--- config.mk ---
export PLATFORM = sky130hd
export DESIGN_NAME = palette_lut_fader
export DESIGN_NICKNAME = d
export VERILOG_FILES = /design/src/rtl/palette_lut_fader.sv
export SDC_FILE = /design/constraint.sdc
export NUM_CORES = 1
export LEC_CHECK = 0
export ABC_AREA = 1
export BUFFER_PORTS_ARGS = -buffer_cell sky130_fd_sc_hd__clkbuf_2
export CELL_PAD_IN_SITES_DETAIL_PLACEMENT = 1
export CELL_PAD_IN_SITES_GLOBAL_PLACEMENT = 2
export CORE_UTILIZATION = 41
export DETAILED_ROUTE_END_ITERATION = 8
export PLACE_DENSITY_LB_ADDON = 0.1
export SETUP_SLACK_MARGIN = 0.2
export SLEW_MARGIN = 30
export SYNTH_ARGS = -nofsm -noshare
export SYNTH_HDL_FRONTEND = slang
export SYNTH_SLANG_ARGS = --single-unit
--- constraint.sdc ---
create_clock -name Clk -period 3.9 [get_ports Clk]
set_input_delay 0.195 -clock Clk [delete_from_list [all_inputs] [get_ports Clk]]
set_output_delay 0.195 -clock Clk [all_outputs]
set_load 0.02 [all_outputs]
--- src/rtl/palette_lut_fader.sv ---
// Multi-bank palette lookup with a transparency flag and a frame-paced global fade.
// Pixels pass through a fixed two-stage registered pipeline; palette writes are read-first.
module palette_lut_fader #(
  parameter int INDEX_W         = 4,
  parameter int CH_W            = 4,
  parameter int NUM_PALETTES    = 4,
  parameter int LEVEL_W         = 4,
  parameter int FADE_STEP       = 1,
  parameter int TRANSPARENT_IDX = 0,
  localparam int BANK_W         = $clog2(NUM_PALETTES),
  localparam int RGB_W          = 3 * CH_W
) (
  input  logic               Clk,
  input  logic               Reset_n,
  input  logic               in_valid,
  input  logic [INDEX_W-1:0] index,
  input  logic [BANK_W-1:0]  bank,
  input  logic               wr_en,
  input  logic [BANK_W-1:0]  wr_bank,
  input  logic [INDEX_W-1:0] wr_index,
  input  logic [RGB_W-1:0]   wr_rgb,
  input  logic               frame_tick,
  input  logic               fade_out_req,
  input  logic               fade_in_req,
  output logic [CH_W-1:0]    red,
  output logic [CH_W-1:0]    green,
  output logic [CH_W-1:0]    blue,
  output logic               out_valid,
  output logic               out_transparent,
  output logic [LEVEL_W-1:0] fade_level,
  output logic               fade_busy
);

  localparam int ENTRIES = 1 << INDEX_W;
  localparam int PROD_W  = CH_W + LEVEL_W + 1;
  localparam logic [LEVEL_W-1:0] LVL_MAX = '1;
  localparam logic [LEVEL_W:0]   STEP    = (LEVEL_W + 1)'(FADE_STEP);

  typedef enum logic [1:0] {S_FULL, S_FADING_OUT, S_DARK, S_FADING_IN} state_t;

  logic [RGB_W-1:0]   r_pal [NUM_PALETTES][ENTRIES];
  logic [RGB_W-1:0]   r_rgb_p1;
  logic               r_vld_p1;
  logic               r_tr_p1;
  logic [CH_W-1:0]    r_red_p2;
  logic [CH_W-1:0]    r_green_p2;
  logic [CH_W-1:0]    r_blue_p2;
  logic               r_vld_p2;
  logic               r_tr_p2;
  state_t             r_state;
  state_t             w_state_nxt;
  logic [LEVEL_W-1:0] r_level;
  logic [LEVEL_W-1:0] w_level_nxt;
  logic               w_go_in;
  logic               w_go_out;

  // Top CH_W bits of the index, zero-padded below when the index is narrower.
  function automatic logic [CH_W-1:0] grey(input logic [INDEX_W-1:0] i);
    logic [INDEX_W+CH_W-1:0] t;
    t    = {i, {CH_W{1'b0}}};
    grey = t[INDEX_W+CH_W-1 -: CH_W];
  endfunction

  function automatic logic [CH_W-1:0] scale(input logic [CH_W-1:0] c,
                                            input logic [LEVEL_W-1:0] l);
    logic [PROD_W-1:0] prod;
    prod  = PROD_W'(c) * PROD_W'(l) + PROD_W'(c);
    scale = CH_W'(prod >> LEVEL_W);
  endfunction

  function automatic logic [LEVEL_W-1:0] lvl_dec(input logic [LEVEL_W-1:0] l);
    if ({1'b0, l} <= STEP) lvl_dec = '0;
    else                   lvl_dec = LEVEL_W'({1'b0, l} - STEP);
  endfunction

  function automatic logic [LEVEL_W-1:0] lvl_inc(input logic [LEVEL_W-1:0] l);
    logic [LEVEL_W+1:0] s;
    s = {2'b00, l} + {1'b0, STEP};
    if (s >= {2'b00, LVL_MAX}) lvl_inc = LVL_MAX;
    else                       lvl_inc = LEVEL_W'(s);
  endfunction

  always_ff @(posedge Clk or negedge Reset_n) begin
    if (!Reset_n) begin
      for (int b = 0; b < NUM_PALETTES; b++)
        for (int e = 0; e < ENTRIES; e++)
          r_pal[BANK_W'(b)][INDEX_W'(e)] <= {3{grey(INDEX_W'(e))}};
    end else if (wr_en) begin
      r_pal[wr_bank][wr_index] <= wr_rgb;
    end
  end

  // Stage 1: palette read and transparency decode
  always_ff @(posedge Clk or negedge Reset_n) begin
    if (!Reset_n) begin
      r_vld_p1 <= 1'b0;
      r_tr_p1  <= 1'b0;
      r_rgb_p1 <= '0;
    end else begin
      r_vld_p1 <= in_valid;
      r_tr_p1  <= (index == INDEX_W'(TRANSPARENT_IDX));
      r_rgb_p1 <= r_pal[bank][index];
    end
  end

  // Stage 2: brightness scaling; colour holds while no pixel is in flight
  always_ff @(posedge Clk or negedge Reset_n) begin
    if (!Reset_n) begin
      r_vld_p2   <= 1'b0;
      r_tr_p2    <= 1'b0;
      r_red_p2   <= '0;
      r_green_p2 <= '0;
      r_blue_p2  <= '0;
    end else begin
      r_vld_p2 <= r_vld_p1;
      if (r_vld_p1) begin
        r_tr_p2    <= r_tr_p1;
        r_red_p2   <= scale(r_rgb_p1[RGB_W-1 -: CH_W], r_level);
        r_green_p2 <= scale(r_rgb_p1[2*CH_W-1 -: CH_W], r_level);
        r_blue_p2  <= scale(r_rgb_p1[CH_W-1:0], r_level);
      end
    end
  end

  always_ff @(posedge Clk or negedge Reset_n) begin
    if (!Reset_n) begin
      r_state <= S_FULL;
      r_level <= LVL_MAX;
    end else begin
      r_state <= w_state_nxt;
      r_level <= w_level_nxt;
    end
  end

  // A direction change takes the cycle; the level only moves on a tick with no change.
  always_comb begin
    w_state_nxt = r_state;
    w_level_nxt = r_level;
    w_go_in     = fade_in_req && (r_state == S_DARK || r_state == S_FADING_OUT);
    w_go_out    = fade_out_req && !fade_in_req &&
                  (r_state == S_FULL || r_state == S_FADING_IN);
    if (w_go_in) begin
      w_state_nxt = S_FADING_IN;
    end else if (w_go_out) begin
      w_state_nxt = S_FADING_OUT;
    end else if (frame_tick) begin
      case (r_state)
        S_FADING_OUT: begin
          w_level_nxt = lvl_dec(r_level);
          if (w_level_nxt == '0) w_state_nxt = S_DARK;
        end
        S_FADING_IN: begin
          w_level_nxt = lvl_inc(r_level);
          if (w_level_nxt == LVL_MAX) w_state_nxt = S_FULL;
        end
        default: ;
      endcase
    end
  end

  assign red             = r_red_p2;
  assign green           = r_green_p2;
  assign blue            = r_blue_p2;
  assign out_valid       = r_vld_p2;
  assign out_transparent = r_tr_p2;
  assign fade_level      = r_level;
  assign fade_busy       = (r_state == S_FADING_OUT) || (r_state == S_FADING_IN);

endmodule

==> results of run 1 <==
[area by class of cell]
type / instances / area (µm²)
inverter: 245 / 932
tap: 1155 / 1450
antenna: 1 / 2.50
fill: 9628 / 46200
clock inverter: 43 / 430
clock buffer: 121 / 2450
multi-input combinational: 2406 / 11000
timing repair buffer: 159 / 1300
sequential: 802 / 23000
[routing by layer]
| layer | global-route usage (%) | wire, µm | share of wire, % |
|---|---|---|---|
| met4 | 6.52 | 2390 | 2.0 |
| met5 | 0 | 13 | 0.011 |
| met1 | 37.3 | 53800 | 46 |
| met3 | 3.53 | 5220 | 4.4 |
| met2 | 44.4 | 56400 | 48 |
[metrics by stage]
step / setup WS [ns] / std cells / hold slack, ns / instance area (µm²)
final: 0.464 / 4932 / 0.0483 / 40600
after global routing: 0.206 / 4931 / 0.0659 / 40600
after CTS: 0.431 / 4930 / 0.0215 / 40600
after detailed placement: 0.461 / 4759 / 0.135 / 37600
after global placement: 0.546 / 4758 / 0.135 / 37600
after floorplan: 0.246 / 3666 / -0.101 / 35900
[placed cells by master, fill, tap and decap left out, types with 3 or more instances in the layout]
cell / instances
nor2_1: 458
clkbuf_2: 46
clkinv_2: 23
o21ai_0: 395
clkbuf_8: 5
bufinv_16: 7
dlygate4sd3_1: 7
clkbuf_1: 25
nand2_1: 1028
a31oi_1: 5
buf_4: 89
o22ai_1: 6
o21bai_1: 3
nand4_1: 11
fa_1: 18
clkbuf_16: 92
inv_1: 234
a21oi_1: 40
or2_2: 11
dfrtp_1: 150
inv_2: 6
o211ai_1: 13
dfstp_2: 76
ha_1: 48
a21boi_0: 4
and3_1: 5
o21ai_1: 15
edfxtp_1: 576
buf_12: 13
clkinv_1: 10
nand3_1: 329
[path summary, 6_finish.rpt]
check | to | slack (ns) | cells past startpoint
max | green[3] | 0.46 | 12
min | r_pal[709] | 0.05 | 2
max reg2reg | green[3] | 0.46 | 12
min reg2reg | out_transparent | 0.46 | 2
max in group asynchronous | blue[3] | 2.56 | 4
min in group Clk | r_pal[568] | 0.05 | 4
[kinds of logic after synthesis]
family,synth area share (%)
flip-flops,64.2
adder cells (fa/ha/maj),2.68
buffers and inverters,5.28
XOR/XNOR,0.0976
AND/OR/NAND/NOR,20.8
AO/OA/AOI/OAI,6.93
[state kept, by name, indices dropped and copies added, names as in the netlist, 2 cells and up]
register and count:
green 4, fade_level 4, r_state 2, r_pal 768, red 4, blue 4, r_rgb_p1 12
[worst register-to-register path, delay by kind of cell, from the launching register on]
kind | cells | cell delay, ns
and+or+nand+nor | 3 | 0.23
buffers and inverters | 2 | 0.13
AOI/OAI and AO/OA | 3 | 0.53
DFF | 1 | 0.64
adders and majority gates | 4 | 1.80
[power groups by stage]
stage,sequential [µW],combinational [µW],clock [µW]
2_1_floorplan,10100,2370,0
3_3_place_gp,10100,3590,0
3_5_place_dp,10100,3710,0
4_1_cts,9920,3780,8580
5_1_grt,9970,4240,8880
6_report,9920,3730,8420
==> impl_metrics.py, run 1 <==
metrics = {
    "outcome": {
        "status": "completed",
    },
    "clock_tree": {
        "cts_buffers": 90,
        "clkTransAtPathRegs_ns": 0.06,
        "cts_setup_buffers": 0,
        "clockBufferDepth": 3,
        "clk_latency_ns": 0.64,
        "cts-root-buf": "clkbuf_16",
        "cts_tree": "built",
        "ctsHoldBuffers": 7,
        "cts-resized-gates": 0,
        "clock-sinks": 802,
        "htree_num_levels": 3,
    },
    "logic_synthesis": {
        "synthArstFlopShare_pct": 28.2,
        "synth_edf_count": 576,
        "synth_cells": 3666,
        "yosys_warnings": 0,
        "synth_top_cell_by_area": "edfxtp_1",
        "synth_area_leaders": "edfxtp_1, nand2_1, dfrtp_1, dfstp_2, o21ai_0",
        "synth_flop_cell": "edfxtp_1",
        "synth_most_common_cell": "nand2_1",
        "syn_nets": 3763,
        "ys_seq_elements": 802,
        "avgSynthCellArea_um2": 9.79,
        "synth_cell_types": 36,
        "syn_area_mm2": 0.0359,
        "ys_seq_area_share_pct": 64.2,
        "netlist_top_cells_count": "nand2_1, edfxtp_1, nor2_1",
        "synth_top_area_share_pct": 48.2,
    },
    "layout": {
        "finish.net_count": 3801,
        "area_delta_synth_final_pct": 13.1,
        "utilization_pct": 46.8,
        "layout-drive-gt1-share_pct": 10.3,
    },
    "grt": {
        "grt-ovfl-total": 0,
        "grt_pass1_wl_um": 178000,
        "antenna_found_initial": 6,
        "track_usage_pct": 26.8,
        "grt_pass1_vias": 27500,
        "grt_max_degree": 155,
    },
    "power_and_ir_drop": {
        "p_comb_share_pct": 16.9,
        "clkPwrFrac_pct": 38.2,
        "ir_drop_mv": 0.337,
        "swShare_pct": 28.6,
        "fin_total_pwr_uw": 22100,
        "sequentialPowerShare_pct": 45.0,
        "p_int_uw": 15800,
        "powerDensity_mw_per_mm2": 544,
        "p_leak_uw": 0.0165,
        "p_sw_uw": 6300,
    },
    "route": {
        "drtPass1Iterations": 5,
        "vias_per_cell": 5.36,
        "via_count": 26400,
        "detail-route-antenna-nets": 0,
        "wl_per_cell_um": 23.9,
        "drc": 0,
        "wl_um": 118000,
        "first_iter_violations": 1975,
    },
    "die": {
        "coreArea_mm2": 0.0868,
        "die_w_um": 298,
        "die_h_um": 298,
        "pin_count": 50,
        "rows": 108,
        "dieArea_mm2": 0.0888,
        "initial_core_util_pct": 41.4,
    },
    "critical_path": {
        "cpMostUsedCell": "fa_1",
        "crit_chain": "nand2_1 -> fa_1 -> fa_1 -> inv_1 -> fa_1 -> ha_1 -> inv_1 -> o21bai_1 -> a21boi_0 -> a21o_1 -> nand3_1 -> nand2_1",
        "cp_top_family": "adder cells",
        "cp.buffers_inverters": 2,
        "max_stage_delay_ns": 0.64,
        "r2r_start": "fade_level[1]",
        "worstSetupEndpointType": "register",
        "crit_start": "fade_level[1]",
        "path_class": "reg2reg",
        "start_kind": "register",
        "crit_fanout": 10,
        "worstPathRequired_ns": 4.44,
        "cpMaxStageDelayCell": "dfstp_2",
        "critPathArrivalTime_ns": 3.97,
    },
    "timing": {
        "fin_crit_sh_pct": 88.1,
        "hold_viol": 0,
        "max_slew_margin_pct": 37.2,
        "slew_violations": 0,
        "setup_tns_ns": 0,
        "min_period_ns": 3.44,
        "fmax_ghz": 0.291,
        "fin_skew_ns": 0.0138,
        "setup_viol": 0,
        "rsz0062_at_grt": "false",
        "worst_slew_pin_slew_ns": 0.941,
    },
    "hold_path": {
        "hold_path_class": "in2async",
    },
    "placed_design": {
        "gp_congestion": 0.811,
        "place.port_buffers": 49,
        "dp_hpwl_um": 70900,
    },
    "flow_run": {
        "max_cap_violations": 0,
    },
}
No activity file was read; power rests on OpenSTA's default activity.
==> inputs of run 2 (changes only) <==
==> constraint.sdc (replaced) <==
create_clock -name Clk -period 3.9 [get_ports Clk]
set_input_delay 0.585 -clock Clk [delete_from_list [all_inputs] [get_ports Clk]]
set_output_delay 0.585 -clock Clk [all_outputs]
set_load 0.02 [all_outputs]
==> run 2 against run 1 <==
Against the previous run:
- die area stayed put
- utilization is 0.20 points higher
- critical path type unchanged
- cell area is 0.42% higher
- sequential share of layout area is 0.24 points lower
- setup slack better by 0.0076 ns
- flip-flop and latch count stayed put
- via count is 1.4% higher
==> impl_metrics.py, run 2 (synthesized netlist as in run 1, its figures left out) <==
metrics = {
    "critical_path": {
        "max_stage_delay_ns": 0.66,
        "r2r_setup_slack_ns": 0.47,
        "r2r.worst_path.cells": 12,
        "worstSetupEndpointType": "register",
        "critPathArrivalTime_ns": 3.97,
        "r2r-end": "green[3]",
        "start_kind": "register",
        "cpMaxStageDelayCell": "dfstp_2",
        "cp.buffers_inverters": 2,
        "path_class": "reg2reg",
        "cpMostUsedCell": "fa_1",
        "crit_chain": "nand2_1 -> fa_1 -> fa_1 -> inv_1 -> fa_1 -> ha_1 -> inv_1 -> o21bai_1 -> a21boi_0 -> a21o_1 -> nand3_1 -> nand2_1",
        "r2r_start": "fade_level[2]",
        "worstPathRequired_ns": 4.44,
        "crit_fanout": 11,
        "cp_top_family": "adder cells",
    },
    "clock_tree": {
        "htree_num_levels": 3,
        "cts-root-buf": "clkbuf_16",
        "cts_tree": "built",
        "clkTransAtPathRegs_ns": 0.06,
        "cts_setup_buffers": 0,
        "cts_buffers": 91,
        "clockBufferDepth": 3,
        "clk_latency_ns": 0.67,
        "clock-sinks": 802,
    },
    "placed_design": {
        "pre_cts_ws_ns": 0.451,
        "place.port_buffers": 49,
        "dp_hpwl_um": 72500,
        "gp_congestion": 0.822,
    },
    "timing": {
        "max_slew_margin_pct": 31.9,
        "fin_skew_ns": 0.0364,
        "min_period_ns": 3.43,
        "hold_viol": 0,
        "setup_tns_ns": 0,
        "fin_crit_sh_pct": 87.9,
        "worst_slew_pin_slew_ns": 1.01,
        "fmax_ghz": 0.292,
        "rsz0062_at_grt": "false",
        "setup_viol": 0,
        "finalWorstSetupSlack_ns": 0.472,
        "slew_violations": 0,
        "whs_ns": 0.269,
    },
    "hold_path": {
        "hp-start": "fade_out_req",
        "min_to": "r_state[0]",
        "whs_path_depth": 3,
        "hold_path_class": "in2reg",
    },
    "route": {
        "vias_per_cell": 5.40,
        "detail-route-antenna-nets": 0,
        "via_count": 26800,
        "drtPass1Iterations": 5,
        "first_iter_violations": 2062,
        "wl_per_cell_um": 23.9,
        "drc": 0,
        "wl_um": 119000,
    },
    "grt": {
        "antenna_found_initial": 6,
        "grt-ovfl-total": 0,
        "grt_max_degree": 140,
        "track_usage_pct": 27.0,
        "grt_pass1_vias": 27700,
        "grt_pass1_wl_um": 179000,
    },
    "layout": {
        "largest_reg_flops": 768,
        "area_delta_synth_final_pct": 13.5,
        "top_regs": "r_pal: 768 flops, r_rgb_p1: 12 flops",
        "final_common_cell": "nand2_1",
        "layout-drive-gt1-share_pct": 10.6,
        "mostFrequentLayoutCells": "nand2_1, edfxtp_1, nor2_1",
        "regMostFlops": "r_pal",
        "finish.net_count": 3820,
    },
    "die": {
        "initial_core_util_pct": 41.4,
        "die_w_um": 298,
        "die_h_um": 298,
        "coreArea_mm2": 0.0868,
        "dieArea_mm2": 0.0888,
        "rows": 108,
        "pin_count": 50,
    },
    "power_and_ir_drop": {
        "powerDensity_mw_per_mm2": 545,
        "p_leak_uw": 0.0166,
        "ir_drop_mv": 0.337,
    },
    "flow_run": {
        "max_cap_violations": 0,
    },
    "outcome": {
        "status": "completed",
    },
}
==> run 2: changes by cell type in the layout (fill, tap and decap cells not counted), moves of 3 or more <==
| cell | previous run | this run |
|---|---|---|
| clkinv_2 | 23 | 12 |
| diode_2 | 1 | 4 |
| dlygate4sd3_1 | 7 | 2 |
| buf_4 | 89 | 111 |
| clkinv_1 | 10 | 20 |
==> run 2: stage by stage <==
stage / instances / area (µm²) / utilization, % / total power, µW
2_1_floorplan: 3666 / 35900 / - / 12400
3_3_place_gp: 4783 / 37800 / 43.6 / 13600
3_5_place_dp: 4783 / 37800 / 43.6 / 13800
4_1_cts: 4952 / 40800 / 47.0 / 22400
5_1_grt: 4953 / 40800 / 47.0 / 23200
6_report: 4956 / 40800 / 47.0 / 22200
==> run 2: how the worst max path moves through the flow <==
stage / start / to / slack [ns] / depth (start not counted)
5_1_grt: fade_level[1] / green[3] / 0.24 / 12
3_3_place_gp: fade_level[1] / green[3] / 0.53 / 12
3_5_place_dp: fade_level[1] / green[3] / 0.45 / 12
4_1_cts: fade_level[1] / green[3] / 0.43 / 12
2_1_floorplan: fade_level[1] / green[3] / 0.25 / 14
6_report: fade_level[2] / green[3] / 0.47 / 12
==> run 2: final cells by class <==
class / instances / area (µm²)
timing repair buffer: 177 / 1430
antenna: 4 / 10.0
multi-input combinational: 2406 / 11000
clock inverter: 46 / 452
inverter: 245 / 932
tap: 1155 / 1450
sequential: 802 / 23000
clock buffer: 121 / 2480
fill: 9642 / 46000
==> run 2: repair_timing <==
| item | 4_1_cts | 5_1_grt |
|---|---|---|
| hold endpoints to repair | 3 | 0 |
| hold buffers | 2 | 0 |
| resized for setup | 0 | 0 |
==> run 2: metal layers <==
metal | up-vias | share of wire [%] | global-route usage (%)
li1 | 12300 | - | -
met1 | 13700 | 45 | 37.3
met2 | 622 | 46 | 43.2
met3 | 171 | 5.2 | 4.12
met4 | 4 | 3.6 | 10.1
met5 | - | 0.020 | 0
==> run 2: tightest hold or removal path: cells and delay by family <==
| family | cells | cell delay [ns] |
|---|---|---|
| AND/OR/NAND/NOR | 2 | 0.20 |
| buffers and inverters | 1 | 0.08 |
==> run 2: report_power, final <==
part / switching [µW] / leakage (µW) / total [µW] / internal [µW]
logic: 2470 / 0.00723 / 3680 / 1210
clock network: 3580 / 0.00143 / 8580 / 5000
registers: 297 / 0.00791 / 9940 / 9640
